$ cat src/rtl/gpr_bank_decode.sv
// gpr_bank_decode: 16-entry general-purpose register bank driven by one-hot
// Rin/Rout select vectors. Each select vector is turned back into an index
// with an OR-encoder, and a separate multi-hot check decides whether the
// select is usable. Malformed selects are ignored and recorded in sticky flags.
//
// Optional feature: define GPR_TRACE_EN to add a registered write-trace port
// (trace_valid / trace_data) that reports each completed write.
//
// Interface timing: writes take effect on the rising clock edge when Rin is
// exactly one-hot. Reads are combinational from Rout, with no bypass from a
// write in the same cycle.
module gpr_bank_decode #(
    parameter int WIDTH = 32,
    parameter int NREGS = 16,
    localparam int IDXW = $clog2(NREGS)
) (
    input  logic             clock,
    input  logic             clear,
    input  logic [WIDTH-1:0] bus_in,
    input  logic [NREGS-1:0] Rin,
    input  logic [NREGS-1:0] Rout,
    input  logic             BAout,
    output logic [WIDTH-1:0] bus_out,
    output logic             rd_active,
    output logic [IDXW-1:0]  rd_idx,
    output logic [IDXW-1:0]  last_wr_idx,
    output logic [15:0]      wr_count,
`ifdef GPR_TRACE_EN
    output logic             trace_valid,
    output logic [23:0]      trace_data,
`endif
    output logic [1:0]       onehot_err
);

    // OR of the indices of every set bit. This is meaningful only when the
    // vector is one-hot; no priority between set bits is implied.
    function automatic logic [IDXW-1:0] or_encode(input logic [NREGS-1:0] v);
        logic [IDXW-1:0] e;
        e = '0;
        for (int k = 0; k < NREGS; k++) begin
            if (v[k]) e = e | IDXW'(k);
        end
        return e;
    endfunction

    // True when two or more bits of the vector are set.
    function automatic logic is_multi_hot(input logic [NREGS-1:0] v);
        logic seen;
        logic multi;
        seen  = 1'b0;
        multi = 1'b0;
        for (int k = 0; k < NREGS; k++) begin
            if (v[k] && seen) multi = 1'b1;
            if (v[k]) seen = 1'b1;
        end
        return multi;
    endfunction

    logic [WIDTH-1:0] regs_q [NREGS];
    logic [WIDTH-1:0] regs_d [NREGS];
    logic [IDXW-1:0]  last_wr_idx_q, last_wr_idx_d;
    logic [15:0]      wr_count_q, wr_count_d;
    logic [1:0]       onehot_err_q, onehot_err_d;

    logic             rin_multi, rout_multi;
    logic             wr_en;
    logic [IDXW-1:0]  wr_idx;
    logic [IDXW-1:0]  rout_enc;

`ifdef GPR_TRACE_EN
    logic             trace_valid_q, trace_valid_d;
    logic [23:0]      trace_data_q, trace_data_d;
`endif

    // Decode both select vectors into an index plus a validity qualifier.
    always_comb begin
        rin_multi  = is_multi_hot(Rin);
        rout_multi = is_multi_hot(Rout);
        wr_idx     = or_encode(Rin);
        rout_enc   = or_encode(Rout);
        wr_en      = (|Rin) && !rin_multi;
    end

    // Combinational read port. R0 reads as zero when BAout is asserted.
    always_comb begin
        rd_active = (|Rout) && !rout_multi;
        rd_idx    = '0;
        bus_out   = '0;
        if (rd_active) begin
            rd_idx = rout_enc;
            if (!(BAout && (rout_enc == '0))) begin
                bus_out = regs_q[rout_enc];
            end
        end
    end

    // Next-state logic: register write, write bookkeeping and sticky error flags.
    always_comb begin
        regs_d        = regs_q;
        last_wr_idx_d = last_wr_idx_q;
        wr_count_d    = wr_count_q;
        onehot_err_d  = onehot_err_q;
        if (wr_en) begin
            regs_d[wr_idx] = bus_in;
            last_wr_idx_d  = wr_idx;
            wr_count_d     = wr_count_q + 16'd1;
        end
        if (rin_multi)  onehot_err_d[0] = 1'b1;
        if (rout_multi) onehot_err_d[1] = 1'b1;
    end

    // State registers; the asynchronous clear discards any in-flight write.
    always_ff @(posedge clock or negedge clear) begin
        if (!clear) begin
            for (int k = 0; k < NREGS; k++) regs_q[k] <= '0;
            last_wr_idx_q <= '0;
            wr_count_q    <= '0;
            onehot_err_q  <= 2'b00;
        end else begin
            for (int k = 0; k < NREGS; k++) regs_q[k] <= regs_d[k];
            last_wr_idx_q <= last_wr_idx_d;
            wr_count_q    <= wr_count_d;
            onehot_err_q  <= onehot_err_d;
        end
    end

    assign last_wr_idx = last_wr_idx_q;
    assign wr_count    = wr_count_q;
    assign onehot_err  = onehot_err_q;

`ifdef GPR_TRACE_EN
    // Trace record of the write completing at this edge; valid for one cycle.
    always_comb begin
        trace_valid_d = wr_en;
        trace_data_d  = trace_data_q;
        if (wr_en) begin
            trace_data_d = {wr_idx[3:0], 4'b0000, bus_in[15:0]};
        end
    end

    // Trace output registers.
    always_ff @(posedge clock or negedge clear) begin
        if (!clear) begin
            trace_valid_q <= 1'b0;
            trace_data_q  <= '0;
        end else begin
            trace_valid_q <= trace_valid_d;
            trace_data_q  <= trace_data_d;
        end
    end

    assign trace_valid = trace_valid_q;
    assign trace_data  = trace_data_q;
`endif

endmodule

$ cat config.mk
export PLATFORM = sky130hd
export DESIGN_NAME = gpr_bank_decode
export DESIGN_NICKNAME = d
export VERILOG_FILES = /design/src/rtl/gpr_bank_decode.sv
export SDC_FILE = /design/constraint.sdc
export NUM_CORES = 1
export LEC_CHECK = 0
export BUFFER_PORTS_ARGS = -buffer_cell sky130_fd_sc_hd__buf_2
export CELL_PAD_IN_SITES_DETAIL_PLACEMENT = 1
export CELL_PAD_IN_SITES_GLOBAL_PLACEMENT = 2
export CORE_MARGIN = 2
export CORE_UTILIZATION = 35
export DETAILED_ROUTE_END_ITERATION = 8
export PLACE_DENSITY_LB_ADDON = 0.1
export SLEW_MARGIN = 20
export SYNTH_ARGS = -nofsm -noshare
export SYNTH_HDL_FRONTEND = slang
export SYNTH_SLANG_ARGS = --single-unit
$ cat constraint.sdc
create_clock -name clock -period 4.7 [get_ports clock]
set_input_delay 0.47 -clock clock [delete_from_list [all_inputs] [get_ports clock]]
set_output_delay 0.47 -clock clock [all_outputs]
set_load 0.005 [all_outputs]
# Yosys cells after proc, flatten, opt, wreduce, memory -nomap -nowiden
# Index checks and enable logic that the tools add are counted.
# word_totals
ff_bits,534
out_inout_bits,59
wordCells,164
# classes
add_sub_neg,1
order_cmp,3
muxes,99
n_bitwise,2
reduce_logical,39
# op_table
operator,n
bitwise mux 512 bit,1
2-to-1 mux 32 bit,5
binary-select mux 32 bit (select 4 bit),1
demux 32 bit (select 4 bit),1
2-to-1 mux 4 bit,17
2-to-1 mux 1 bit,62
logical AND 1 bit,34
OR reduction 16 bit,2
2-to-1 mux 3 bit,8
adder 16 x 1 -> 16 bit (second input constant),1
greater-or-equal comparator 5 bit (second input constant),2
inverter 4 -> 5 bit,2
2-to-1 mux 2 bit,4
< comparator 5 x 1 -> 1 bit (second input constant),1
zero test 4 bit,1
zero test 1 bit,2

# Depth between registers and ports, before layout
# logic_depth
word_depth,21
mapped_depth,10

# Least setup slack after synthesis
# Ideal clock, no wire load.
# synth_path
path_kind,input -> register
start,input port Rin[0]
end,register regs_q[91] in the netlist's numbering
setup_time_ns,0.128
arrival_ns,2.926
required_ns,4.572
setup_slack_ns,1.647
cell_stages,8
cell_sequence,or4_4 -> o41ai_2 -> nand3_1 -> or3_1 -> buf_2 -> nor4b_4 -> buf_6 -> mux2_1
# synth_via
elab_chain_cells,19
elab_cells_between_ends,48
cone_classes,mux (30); reduce/logical (18)
# synth_rtl
element,line_no,text
"start, declared",20,"input logic [NREGS-1:0] Rin,"
2-to-1 mux 1 bit,54,if (v[k]) seen = 1'b1;
logical AND 1 bit / 2-to-1 mux 1 bit (equally long branches),"53, 54",
"2-to-1 mux 1 bit, or another cell as far along (13 in a row)",53,if (v[k] && seen) multi = 1'b1;
2-to-1 mux 1 bit / logical AND 1 bit (equally long branches),53,
2-to-1 mux 1 bit,53,
zero test 1 bit,81,wr_en = (|Rin) && !rin_multi;
logical AND 1 bit (*),81,
"end, declared",59,logic [WIDTH-1:0] regs_q [NREGS];
# Mark *: on every way between the ends. The rest lies on a longest branch, timed or not.
# A chain may end at the register's enable or synchronous reset.

# Worst setup path in the final report
# layout_path
start,input port Rout[3]
end,output port bus_out[2]
# layout_via
elab_chain_cells,19
elab_cells_between_ends,62
cone_classes,mux (43); bitwise (1); reduce/logical (18)
# layout_rtl
element,line_no,text
"start, declared",21,"input logic [NREGS-1:0] Rout,"
2-to-1 mux 2 bit,41,if (v[k]) e = e | IDXW'(k);
2-to-1 mux 3 bit (4 in a row),41,
2-to-1 mux 4 bit (8 in a row),41,
inverter 4 -> 5 bit (implied by the code),92,bus_out = regs_q[rout_enc];
binary-select mux 32 bit (select 4 bit),92,
2-to-1 mux 32 bit (implied by the code) (2 in a row),92,
2-to-1 mux 32 bit,91,if (!(BAout && (rout_enc == '0))) begin
2-to-1 mux 32 bit (*),89,if (rd_active) begin
"end, declared",23,"output logic [WIDTH-1:0] bus_out,"
# Mark *: on every way between the ends. The rest lies on a longest branch, timed or not. The select of a mux whose other input is x is not followed.

==> key figures <==
Run status
  – Status: finished, final reports clean

Routing
  – WL/cell: 25.8 microns
  – DR iter-0 viols: 761
  – DRT Pass-1 Iters: 4
  – Final wirelength: 76.6 mm
  – Via-per-instance ratio: 5.44
  – Antenna-violating nets left: 0
  – Total number of vias: 16.2k
  – DRC viols: 0

Layout
  – Layout fillers: 7211
  – Area delta synth->final: 16.4%
  – Post-layout util: 41.2%
  – FF+latch area: 13400 sq um
  – Nets: 2053
  – Layout cell share with drive strength beyond 1: 38.5%
  – Footprint of the multi-input gates: 10900 sq um

Logic synthesis
  – Synthesized area per cell: 13.1 sq um
  – EDFF count, synth: 0
  – Async set or reset register ratio after synthesis: 100%
  – Cells after Synth: 1889
  – Synth Net Count: 1957
  – Yosys warnings: 0
  – Post-synth top area cell: dfrtp_1
  – Yosys reg bits: 534
  – Library cells used by synthesis: 53
  – Largest cells by area after synthesis: dfrtp_1 (54%), mux2_2 (21%), mux2i_1 (7.6%)
  – Sequential share of the synthesized area: 54.0%
  – Main synth FF type: dfrtp_1
  – Synth top area share: 54.0%
  – Synth Cell Area: 24800 sq um

Clock network
  – CTS root buf: clkbuf_16
  – CTS tree: yes
  – H-Tree Depth: 3
  – Worst-path clk slew: 0.06 ns
  – Num Clock Sinks: 534
  – CTS max path bufs: 3
  – CTS Buf Count: 66
  – Clock latency at the later pin of the worst-skew pair: 0.58 ns
  – Postcts setup bufs: 0

GRT
  – Total gr overflow: 0
  – Largest net degree at the start of global routing: 124
  – Initial antenna violation count: 5
  – Total Routing Usage GR: 21.2%
  – First-pass GRT wire length: 116 mm
  – Vias in the first global route: 17.7k

Critical path
  – CP endpoint: bus_out[2]
  – Critical Path Fanout Max: 6
  – Crit. End Element: output port
  – Worst flop-to-flop path endpoint: wr_count[15]
  – CP startpoint kind: primary input
  – R2R depth: 6
  – Crit path DAT: 3.78 ns
  – Required time of the critical path: 4.23 ns
  – R2r startpoint: wr_count[4]
  – Worst Setup SP: Rout[3]
  – R2r setup slk: 2.97 ns
  – Crit Path Class: in2out

Place
  – Port Buffers: 125
  – Placer Congestion: 0.738
  – Dpl hpwl: 43.3 mm

Die
  – Die outline width: 270 microns
  – CORE AREA: 70000 sq um
  – Die area: 72900 sq um
  – Rows: 97
  – Initial Util: 35.4%
  – Die Height: 270 microns
  – I/O pin total: 126

Pwr
  – LEAKAGE: 0.0146 uW
  – Max IR drop VDD: 203 uV
  – Clk pwr share: 50.4%
  – Power density cells: 341 nW/um^2
  – Final total power: 9830 uW
  – Sequential share of power: 46.9%
  – Internal: 7660 uW
  – Logic pwr share: 2.8%
  – Net Sw Power: 2170 uW
  – Sw frac: 22.0%

Timing
  – Min cycle time layout: 4.25 ns
  – Slew Limit Fails: 0
  – Max-slew headroom: 34.5%
  – Hold Fails Final Rpt: 0
  – Final setup fails: 0
  – Worst-margin pin slew: 0.983 ns
  – Peak Freq: 235 MHz
  – Final worst-path cycle share: 90.5%
  – Setup_tns: 0 ns
  – Clk_skew: 0.00168 ns
  – RSZ-0062 raised after global routing: no

Hold path
  – Worst Hold Class: in2reg

Job
  – Max_cap viols: 0
-- worst min-delay path by stage --
stage	startpoint	end	depth (start not counted)
2_1_floorplan	clear	last_wr_idx[0]	0
3_3_place_gp	onehot_err[0]	onehot_err[0]	1
3_5_place_dp	onehot_err[0]	onehot_err[0]	1
4_1_cts	Rin[15]	onehot_err[0]	2
5_1_grt	Rin[15]	onehot_err[0]	2
6_report	Rin[15]	onehot_err[0]	2
-- state kept, by name (all words and copies together) (netlist names) --
register and flops:
onehot_err 2, regs_q 512, last_wr_idx 4, wr_count 16
-- power groups by stage --
stage / sequential (uW) / clock [uW] / combinational [uW]
floorplan: 4690 / 0 / 68.1
global placement: 4690 / 0 / 274
detailed placement: 4690 / 0 / 281
CTS: 4600 / 5130 / 283
global route: 4600 / 5320 / 309
finish: 4610 / 4950 / 273
-- cell usage after synthesis, drive strengths merged (7+ instances only) --
master,number
nand2,85
nand4,10
nand3,23
buf,87
nor3b,27
clkbuf,66
o22ai,110
nor4,21
dfrtp,534
a21boi,7
nor2,21
xnor2,15
nor3,15
mux2,514
a21oi,72
o41a,27
mux2i,189
-- cell type report --
type	instances	share of cell area [%]
diodes	3	0.0260
inverters	2	0.0260
multi-input cells	1200	37.9
clock inverters	13	0.473
repair buffers	181	4.28
clock buffers	99	6.86
flip-flops and latches	534	46.4
well taps	940	4.08
-- what timing repair did --
action / 4_1_cts / 5_1_grt
gates resized for setup: 0 / 0
hold buffers: 1 / 0
hold endpoints to repair: 19 / 0
-- stage by stage --
stage / hold slack [ns] / std cells / instance area [sq um] / setup WS (ns)
5_1_grt: 0.249 / 2972 / 28800 / 0.236
2_1_floorplan: 0.174 / 1889 / 24800 / 1.65
3_3_place_gp: 0.455 / 2856 / 26700 / 0.516
6_report: 0.261 / 2972 / 28800 / 0.448
3_5_place_dp: 0.464 / 2856 / 26700 / 0.468
4_1_cts: 0.231 / 2969 / 28800 / 0.455
-- cell usage in the layout, fill, tap and decap left out, types with 4 or more instances in the layout --
cell | netlist | final
buf_4 | 3 | 41
clkbuf_1 | 66 | 15
mux2i_1 | 189 | 189
nand2_1 | 85 | 85
nand3b_1 | 6 | 6
and4_1 | 4 | 4
nand3_2 | 0 | 9
a211oi_1 | 4 | 4
mux2_1 | 43 | 43
clkinv_2 | 0 | 7
and3_1 | 6 | 6
mux2_2 | 471 | 471
nand4_1 | 10 | 10
clkbuf_8 | 0 | 16
xnor2_1 | 15 | 15
o41a_1 | 27 | 27
nor3_2 | 4 | 5
dfrtp_1 | 534 | 534
nor3_1 | 11 | 6
clkbuf_16 | 0 | 68
nor3b_1 | 27 | 27
nand3_1 | 23 | 14
nor2_1 | 21 | 18
a21oi_1 | 72 | 72
buf_12 | 0 | 14
nor3_4 | 0 | 4
o22ai_1 | 110 | 110
buf_2 | 31 | 124
nor4_1 | 20 | 18
a21boi_0 | 7 | 6
or3_1 | 6 | 6
-- cell families after synthesis --
group	share of synthesized area, %
AOI/OAI and AO/OA	6.43
xor gates and xnor gates	0.566
adders and majority gates	0.172
buffers and inverters	2.64
DFF	54.0
muxes	31.0
and+or+nand+nor	5.23
-- worst max-delay path, cell delays in order --
cell and delay [ns]:
buf_2 0.13, nor4_1 0.54, nand3_1 0.23, a2111oi_0 0.47, a21o_1 0.16, nor4bb_4 0.75
buf_4 0.31, a21boi_0 0.50, buf_2 0.22
-- routing by layer --
metal  up-vias  share of wire, %  routed length (microns)  track usage, %
met3       130               3.4                     2640            3.34
met4         4               2.9                     2200            6.24
met2       248                49                    37400            35.6
met1      8629                45                    34300            28.2
met5         -             0.043                       33               0
li1       7142                 -                        -               -
(Power assumes the default switching activity.)
